`config.mk`:
```
export PLATFORM = sky130hd
export DESIGN_NAME = miner_work_scheduler
export DESIGN_NICKNAME = d
export VERILOG_FILES = /design/src/rtl/miner_pkg.sv /design/src/rtl/miner_result_fifo.sv /design/src/rtl/miner_work_scheduler.sv
export SDC_FILE = /design/constraint.sdc
export NUM_CORES = 1
export LEC_CHECK = 0
export ABC_AREA = 1
export CORE_AREA = 2 2 327 329
export CTS_BUF_LIST = sky130_fd_sc_hd__clkbuf_2 sky130_fd_sc_hd__clkbuf_4 sky130_fd_sc_hd__clkbuf_8
export CTS_CLUSTER_DIAMETER = 100
export DETAILED_ROUTE_END_ITERATION = 8
export DIE_AREA = 0 0 329 331
export GPL_TIMING_DRIVEN = 0
export PLACE_DENSITY = 0.6
export SYNTH_ARGS = -nofsm -noshare
export SYNTH_HDL_FRONTEND = slang
export SYNTH_SLANG_ARGS = --single-unit
```
`constraint.sdc`:
```
create_clock -name clk -period 61.2 [get_ports clk]
set_input_delay 9.18 -clock clk [delete_from_list [all_inputs] [get_ports clk]]
set_output_delay 9.18 -clock clk [all_outputs]
set_load 0.05 [all_outputs]
```
`src/rtl/miner_pkg.sv`:
```
// Shared types for the miner work scheduler and its result FIFO.
package miner_pkg;

  localparam int ID_W_DEFAULT = 8;
  localparam int MID_W        = 256;
  localparam int DATA_W       = 96;
  localparam int NONCE_W      = 32;

  typedef enum logic [1:0] {IDLE, LOAD, FLUSH, MINE} state_t;

  // Layout of one result FIFO entry at the default ID width: id above nonce.
  typedef struct packed {
    logic [ID_W_DEFAULT-1:0] id;
    logic [NONCE_W-1:0]      nonce;
  } result_t;

  typedef struct packed {
    logic [MID_W-1:0]        midstate;
    logic [DATA_W-1:0]       data;
    logic [ID_W_DEFAULT-1:0] id;
  } work_t;

endpackage

```
`src/rtl/miner_result_fifo.sv`:
```
// Small synchronous FIFO; a push against a full FIFO with no pop is dropped
// and reported on drop. No fall-through: a push is visible the next cycle.
module miner_result_fifo #(
  parameter int DEPTH_LOG2 = 2,
  parameter int W          = 40
) (
  input  logic         clk,
  input  logic         reset,
  input  logic         push,
  input  logic [W-1:0] push_data,
  input  logic         pop,
  output logic [W-1:0] pop_data,
  output logic         full,
  output logic         empty,
  output logic         drop
);

  localparam int DEPTH = 1 << DEPTH_LOG2;

  logic [W-1:0]          mem [DEPTH];
  logic [DEPTH_LOG2-1:0] wr_ptr, rd_ptr;
  logic [DEPTH_LOG2:0]   count;
  logic                  do_push, do_pop;

  // Pop frees a slot in the same cycle, so full+pop still accepts the push.
  always_comb begin
    full     = (count == (DEPTH_LOG2+1)'(DEPTH));
    empty    = (count == '0);
    do_pop   = pop && !empty;
    do_push  = push && (!full || do_pop);
    drop     = push && full && !do_pop;
    pop_data = mem[rd_ptr];
  end

  // Storage array, written only on accepted pushes.
  always_ff @(posedge clk) begin
    if (do_push) mem[wr_ptr] <= push_data;
  end

  // Pointers and occupancy.
  always_ff @(posedge clk) begin
    if (reset) begin
      wr_ptr <= '0;
      rd_ptr <= '0;
      count  <= '0;
    end else begin
      if (do_push) wr_ptr <= wr_ptr + DEPTH_LOG2'(1);
      if (do_pop)  rd_ptr <= rd_ptr + DEPTH_LOG2'(1);
      case ({do_push, do_pop})
        2'b10:   count <= count + (DEPTH_LOG2+1)'(1);
        2'b01:   count <= count - (DEPTH_LOG2+1)'(1);
        default: count <= count;
      endcase
    end
  end

endmodule

```
`src/rtl/miner_work_scheduler.sv`:
```
// Work sequencer for one fpgaminer_core: double-buffers host work units,
// restarts the core per unit, sweeps nonces and queues golden results.
module miner_work_scheduler
  import miner_pkg::*;
#(
  parameter logic [31:0] NONCE_LAST        = 32'hFFFF_FFFF,
  parameter int          RESULT_DEPTH_LOG2 = 2,
  parameter int          ID_W              = ID_W_DEFAULT
) (
  input  logic            clk,
  input  logic            reset,
  input  logic            work_valid,
  output logic            work_ready,
  input  logic [255:0]    work_midstate,
  input  logic [95:0]     work_data,
  input  logic [ID_W-1:0] work_id,
  output logic            core_reset,
  output logic [255:0]    core_midstate,
  output logic [95:0]     core_data,
  input  logic            core_hash2_valid,
  input  logic [31:0]     core_hash2_top,
  input  logic [31:0]     core_nonce_adjust,
  output logic            res_valid,
  input  logic            res_ready,
  output logic [31:0]     res_nonce,
  output logic [ID_W-1:0] res_id,
  output logic            busy,
  output logic            done_pulse,
  output logic [ID_W-1:0] done_id,
  output logic            overflow
);

  state_t          state, state_nxt;
  logic            pend_valid;
  logic [255:0]    pend_mid;
  logic [95:0]     pend_data;
  logic [ID_W-1:0] pend_id;
  logic [ID_W-1:0] cur_id;
  logic            eval, golden, sweep_end;
  logic            fifo_full, fifo_empty, fifo_drop;

  assign work_ready = !pend_valid;
  assign core_reset = reset | (state == LOAD);
  assign res_valid  = !fifo_empty;

  // A hash counts in MINE, or in FLUSH when it is the nonce-0 hash that opens
  // the sweep; everything else in FLUSH is left over from before the restart.
  always_comb begin
    eval      = core_hash2_valid &&
                ((state == MINE) || (state == FLUSH && core_nonce_adjust == '0));
    golden    = eval && (core_hash2_top == '0);
    sweep_end = eval && (core_nonce_adjust == NONCE_LAST);
    state_nxt = state;
    case (state)
      IDLE:        if (pend_valid) state_nxt = LOAD;
      LOAD:        state_nxt = FLUSH;
      FLUSH, MINE: if (sweep_end)  state_nxt = pend_valid ? LOAD : IDLE;
                   else if (eval)  state_nxt = MINE;
      default:     state_nxt = IDLE;
    endcase
  end

  // State register.
  always_ff @(posedge clk) begin
    if (reset) state <= IDLE;
    else       state <= state_nxt;
  end

  // Pending slot: filled by the host handshake, released at the end of LOAD.
  always_ff @(posedge clk) begin
    if (reset) begin
      pend_valid <= 1'b0;
    end else if (state == LOAD) begin
      pend_valid <= 1'b0;
    end else if (work_valid && work_ready) begin
      pend_valid <= 1'b1;
      pend_mid   <= work_midstate;
      pend_data  <= work_data;
      pend_id    <= work_id;
    end
  end

  // Current unit: copied on entry to LOAD so the core sees the new work
  // while its reset is asserted.
  always_ff @(posedge clk) begin
    if (reset) begin
      core_midstate <= '0;
      core_data     <= '0;
      cur_id        <= '0;
    end else if (state_nxt == LOAD) begin
      core_midstate <= pend_mid;
      core_data     <= pend_data;
      cur_id        <= pend_id;
    end
  end

  // Registered status outputs and the sticky overflow flag.
  always_ff @(posedge clk) begin
    if (reset) begin
      busy       <= 1'b0;
      done_pulse <= 1'b0;
      done_id    <= '0;
      overflow   <= 1'b0;
    end else begin
      busy       <= (state_nxt != IDLE);
      done_pulse <= sweep_end;
      if (sweep_end) done_id <= cur_id;
      overflow   <= overflow | fifo_drop;
      assert (!fifo_drop || fifo_full);
    end
  end

  miner_result_fifo #(
    .DEPTH_LOG2 (RESULT_DEPTH_LOG2),
    .W          (ID_W + 32)
  ) u_fifo (
    .clk       (clk),
    .reset     (reset),
    .push      (golden),
    .push_data ({cur_id, core_nonce_adjust}),
    .pop       (res_ready),
    .pop_data  ({res_id, res_nonce}),
    .full      (fifo_full),
    .empty     (fifo_empty),
    .drop      (fifo_drop)
  );

endmodule

```
==> flow_summary_export.csv <==
group,metric,value,unit
synth,yosys.area_share.simple,15.5,%
final_layout,final.fill_count,10000,
routing,vias,27100,
sta,worst_slack,40.13,ns
synth,synthesis.area,33800,sq um
synth,synth_compound_area_share,7.68,%
global_routing,antenna_found_initial,30,
floorplanning,core,105000,sq um
synth,synthXorXnorAreaFrac,0,%
routing,wl_per_cell,20.6,microns
sta,slew_violations,0,
synth,synth-main-ff-cell,"edfxtp_1",
synth,synth_async_sr_flop_share,0,%
floorplanning,rows,119,
synth,syn_area_per_cell,10.3,sq um
global_routing,overflow,0,
power_and_ir_drop,pwr-share-comb,21.3,%
clock_tree,cts.clk_slew.worst_paths,0.05,ns
worst_setup_path,required,52.02,ns
worst_setup_path,reg2regPathDepth,14,
final_layout,post-route-util,45.6,%
placement,dp_cells,5555,
routing,viasPerCell,4.63,
clock_tree,htreeDepth,4,
clock_tree,clock-sinks,903,
worst_setup_path,path_depth,5,
power_and_ir_drop,p_per_area,34.3,nW/um^2
synth,synth_edf_count,520,
routing,first_pass_iters,7,
sta,setup_tns,0,ns
synth,synthDistinctLibCells,22,
worst_setup_path,path_class,"primary input to output port",
sta,max-slew-margin-rel,36.7,%
worst_setup_path,crit_buf_inv,4,
power_and_ir_drop,p_int,1.12,mW
routing,drtIter0Drc,1942,
sta,period_needed,21.07,ns
synth,muxShareOfSynthArea,0,%
worst_setup_path,cp_slowest_cell,"clkdlybuf4s50_1",
clock_tree,clkLatencyLatePin,0.85,ns
floorplanning,die_area,109000,sq um
placement,portBuffers,833,
sta,fmax,0.0475,GHz
worst_setup_path,cp_cell_sequence,"clkbuf_1, clkinv_1, clkbuf_1, o21ai_0, clkdlybuf4s50_1",
sta,rsz0062_at_grt,"false",
worst_setup_path,path_common_cell,"clkbuf_1",
power_and_ir_drop,p_sw,0.517,mW
placement,dp_hpwl,90200,microns
sta,period_share,34.4,%
status,outcome,"finished, final reports clean",
clock_tree,post_cts_resized,0,
worst_setup_path,worstPathArrival,11.89,ns
placement,dp_slack,39.91,ns
sta,finalSetupViolCount,0,
hold_path,holdPathStages,2,
floorplanning,ios,835,
power_and_ir_drop,power_frac_seq,43.3,%
synth,seq_area_frac_synth,68.8,%
final_layout,final_common_cell,"clkdlybuf4s50_1",
clock_tree,holdBufCountCts,0,
power_and_ir_drop,swShare,31.5,%
floorplanning,die_w,329,microns
placement,place.gp.congestion,0.932,
synth,synth_fa_ha_area_share,0.244,%
global_routing,track_usage,21.4,%
worst_setup_path,timing.critical_path.from_type,"primary input",
clock_tree,cts_tree,"built",
run,maxCapViolCount,0,
worst_setup_path,critPathMaxFanout,10,
clock_tree,cts_setup_buffers,0,
final_layout,area_growth,41.4,%
synth,netlist_instances,3290,
routing,routed_wl,121000,microns
routing,postRouteAntennaNets,0,
synth,synth_nets,3725,
worst_setup_path,cpPeakStageDelay,0.94,ns
global_routing,grt_max_degree,28,
clock_tree,cts_made_buffers,160,
power_and_ir_drop,vdd_ir_drop_max,0.0000215,V
power_and_ir_drop,power.leakage,19.1,nW
power_and_ir_drop,clkPwrFrac,35.4,%
clock_tree,root_buffer,"clkbuf_8",
global_routing,grt_pass1_wl,171000,microns
synth,synth_top_family_by_area,"simple AND/OR/NAND/NOR gates",
sta,finalHoldViolCount,0,
final_layout,fin_nets,4761,
sta,finClkSkew,0.0377,ns
routing,drc,0,
final_layout,fin_cells,5869,
hold_path,worst_hold_path_type,"flop to flop",
final_layout,final_cell_mix,"833 x clkdlybuf4s50_1, 520 x edfxtp_1, 470 x nor2_1",
placement,place_area,44500,sq um
global_routing,grt_pass1_vias,26000,
final_layout,layout-drive-gt1-share,10.6,%
synth,synth_seq_cells,903,
worst_setup_path,crit_path_end_kind,"output port",
synth,yosys_warnings,0,
floorplanning,start_util,32.2,%
clock_tree,max-clock-path-buffers,3,
floorplanning,die_y,331,microns
sta,whs,0.466,ns
worst_setup_path,crit_family,"buffers and inverters",
sta,tightestPinTransition,0.949,ns
power_and_ir_drop,total_power,1.64,mW
final_layout,design_area,47800,sq um
## power by group through the flow
stage                     registers (mW)  clock network (mW)  logic (mW)
after detailed placement           0.722                   0       0.351
after global placement             0.740                   0       0.345
after CTS                          0.710               0.597       0.352
after floorplan                    0.832                   0       0.103
final                              0.711               0.581       0.349
after global routing               0.714               0.622       0.372
## sequential cells by signal, summed over array words and instances (netlist names), named ones only
register,cells
cur_id,8
core_data,96
u_fifo.rd_ptr,2
overflow,1
core_midstate,256
busy,1
done_pulse,1
pend_mid,256
u_fifo.count,3
u_fifo.mem,160
u_fifo.wr_ptr,2
pend_data,96
state,2
pend_id,8
done_id,8
pend_valid,1
## synthesized netlist by cell type (4+ instances only)
cell type    n  area, sq um
a21oi_1    380         1900
buf_1        4         15.0
buf_2       98          490
buf_4       54          405
clkbuf_1    70          263
dfxtp_1    383         7670
edfxtp_1   520        15600
ha_1         5         62.6
inv_1      381         1430
nand2_1    399         1500
nand3_1    366         1830
nand4_1     11         68.8
nor2_1     474         1780
nor4_1       8         50.1
o21ai_0     87          435
o22ai_1     40          250
## final timing paths
kind	startpoint	to	slack, ns
worst max-delay path	reset	core_reset	40.13
worst min-delay path	done_id[3]$_SDFFE_PP0P_	done_id[3]$_SDFFE_PP0P_	0.47
worst max register to register	state[1]$_SDFF_PP0_	pend_mid[214]$_DFFE_PP_	57.28
worst min register to register	done_id[3]$_SDFFE_PP0P_	done_id[3]$_SDFFE_PP0P_	0.47
## cells by family after synthesis
family | Yosys count
compound gates | 508
fa+ha+maj | 6
buf+inv | 610
flops | 903
simple gates | 1263
## routing by layer
layer	global-route usage, %	up-vias	routed length (microns)
met5	0	-	150
met4	8.17	22	3880
met3	7.24	240	10700
met2	35.4	1016	58200
met1	25.9	12800	48200
li1	-	13000	-
## layout make-up
class / instances / area [sq um] / area share, %
timing repair buffer: 874 / 8860 / 18.5
sequential: 903 / 23300 / 48.7
tap: 1391 / 1740 / 3.64
antenna: 19 / 47.5 / 0.0994
buffer: 227 / 1180 / 2.48
clock buffer: 242 / 2950 / 6.16
inverter: 383 / 1440 / 3.00
multi-input combinational: 1777 / 7970 / 16.7
clock inverter: 53 / 369 / 0.772
## worst reg2reg max path, cell delays in order, from the launching register on
cell	delay (ns)
dfxtp_1	0.39
o21ai_0	0.29
nor3_2	0.77
buf_6	0.26
buf_6	0.17
buf_6	0.19
buf_6	0.19
buf_6	0.19
buf_6	0.16
buf_6	0.15
buf_6	0.16
buf_6	0.18
buf_6	0.18
buf_6	0.18
buf_6	0.16
No activity file was read; power rests on OpenSTA's default activity.
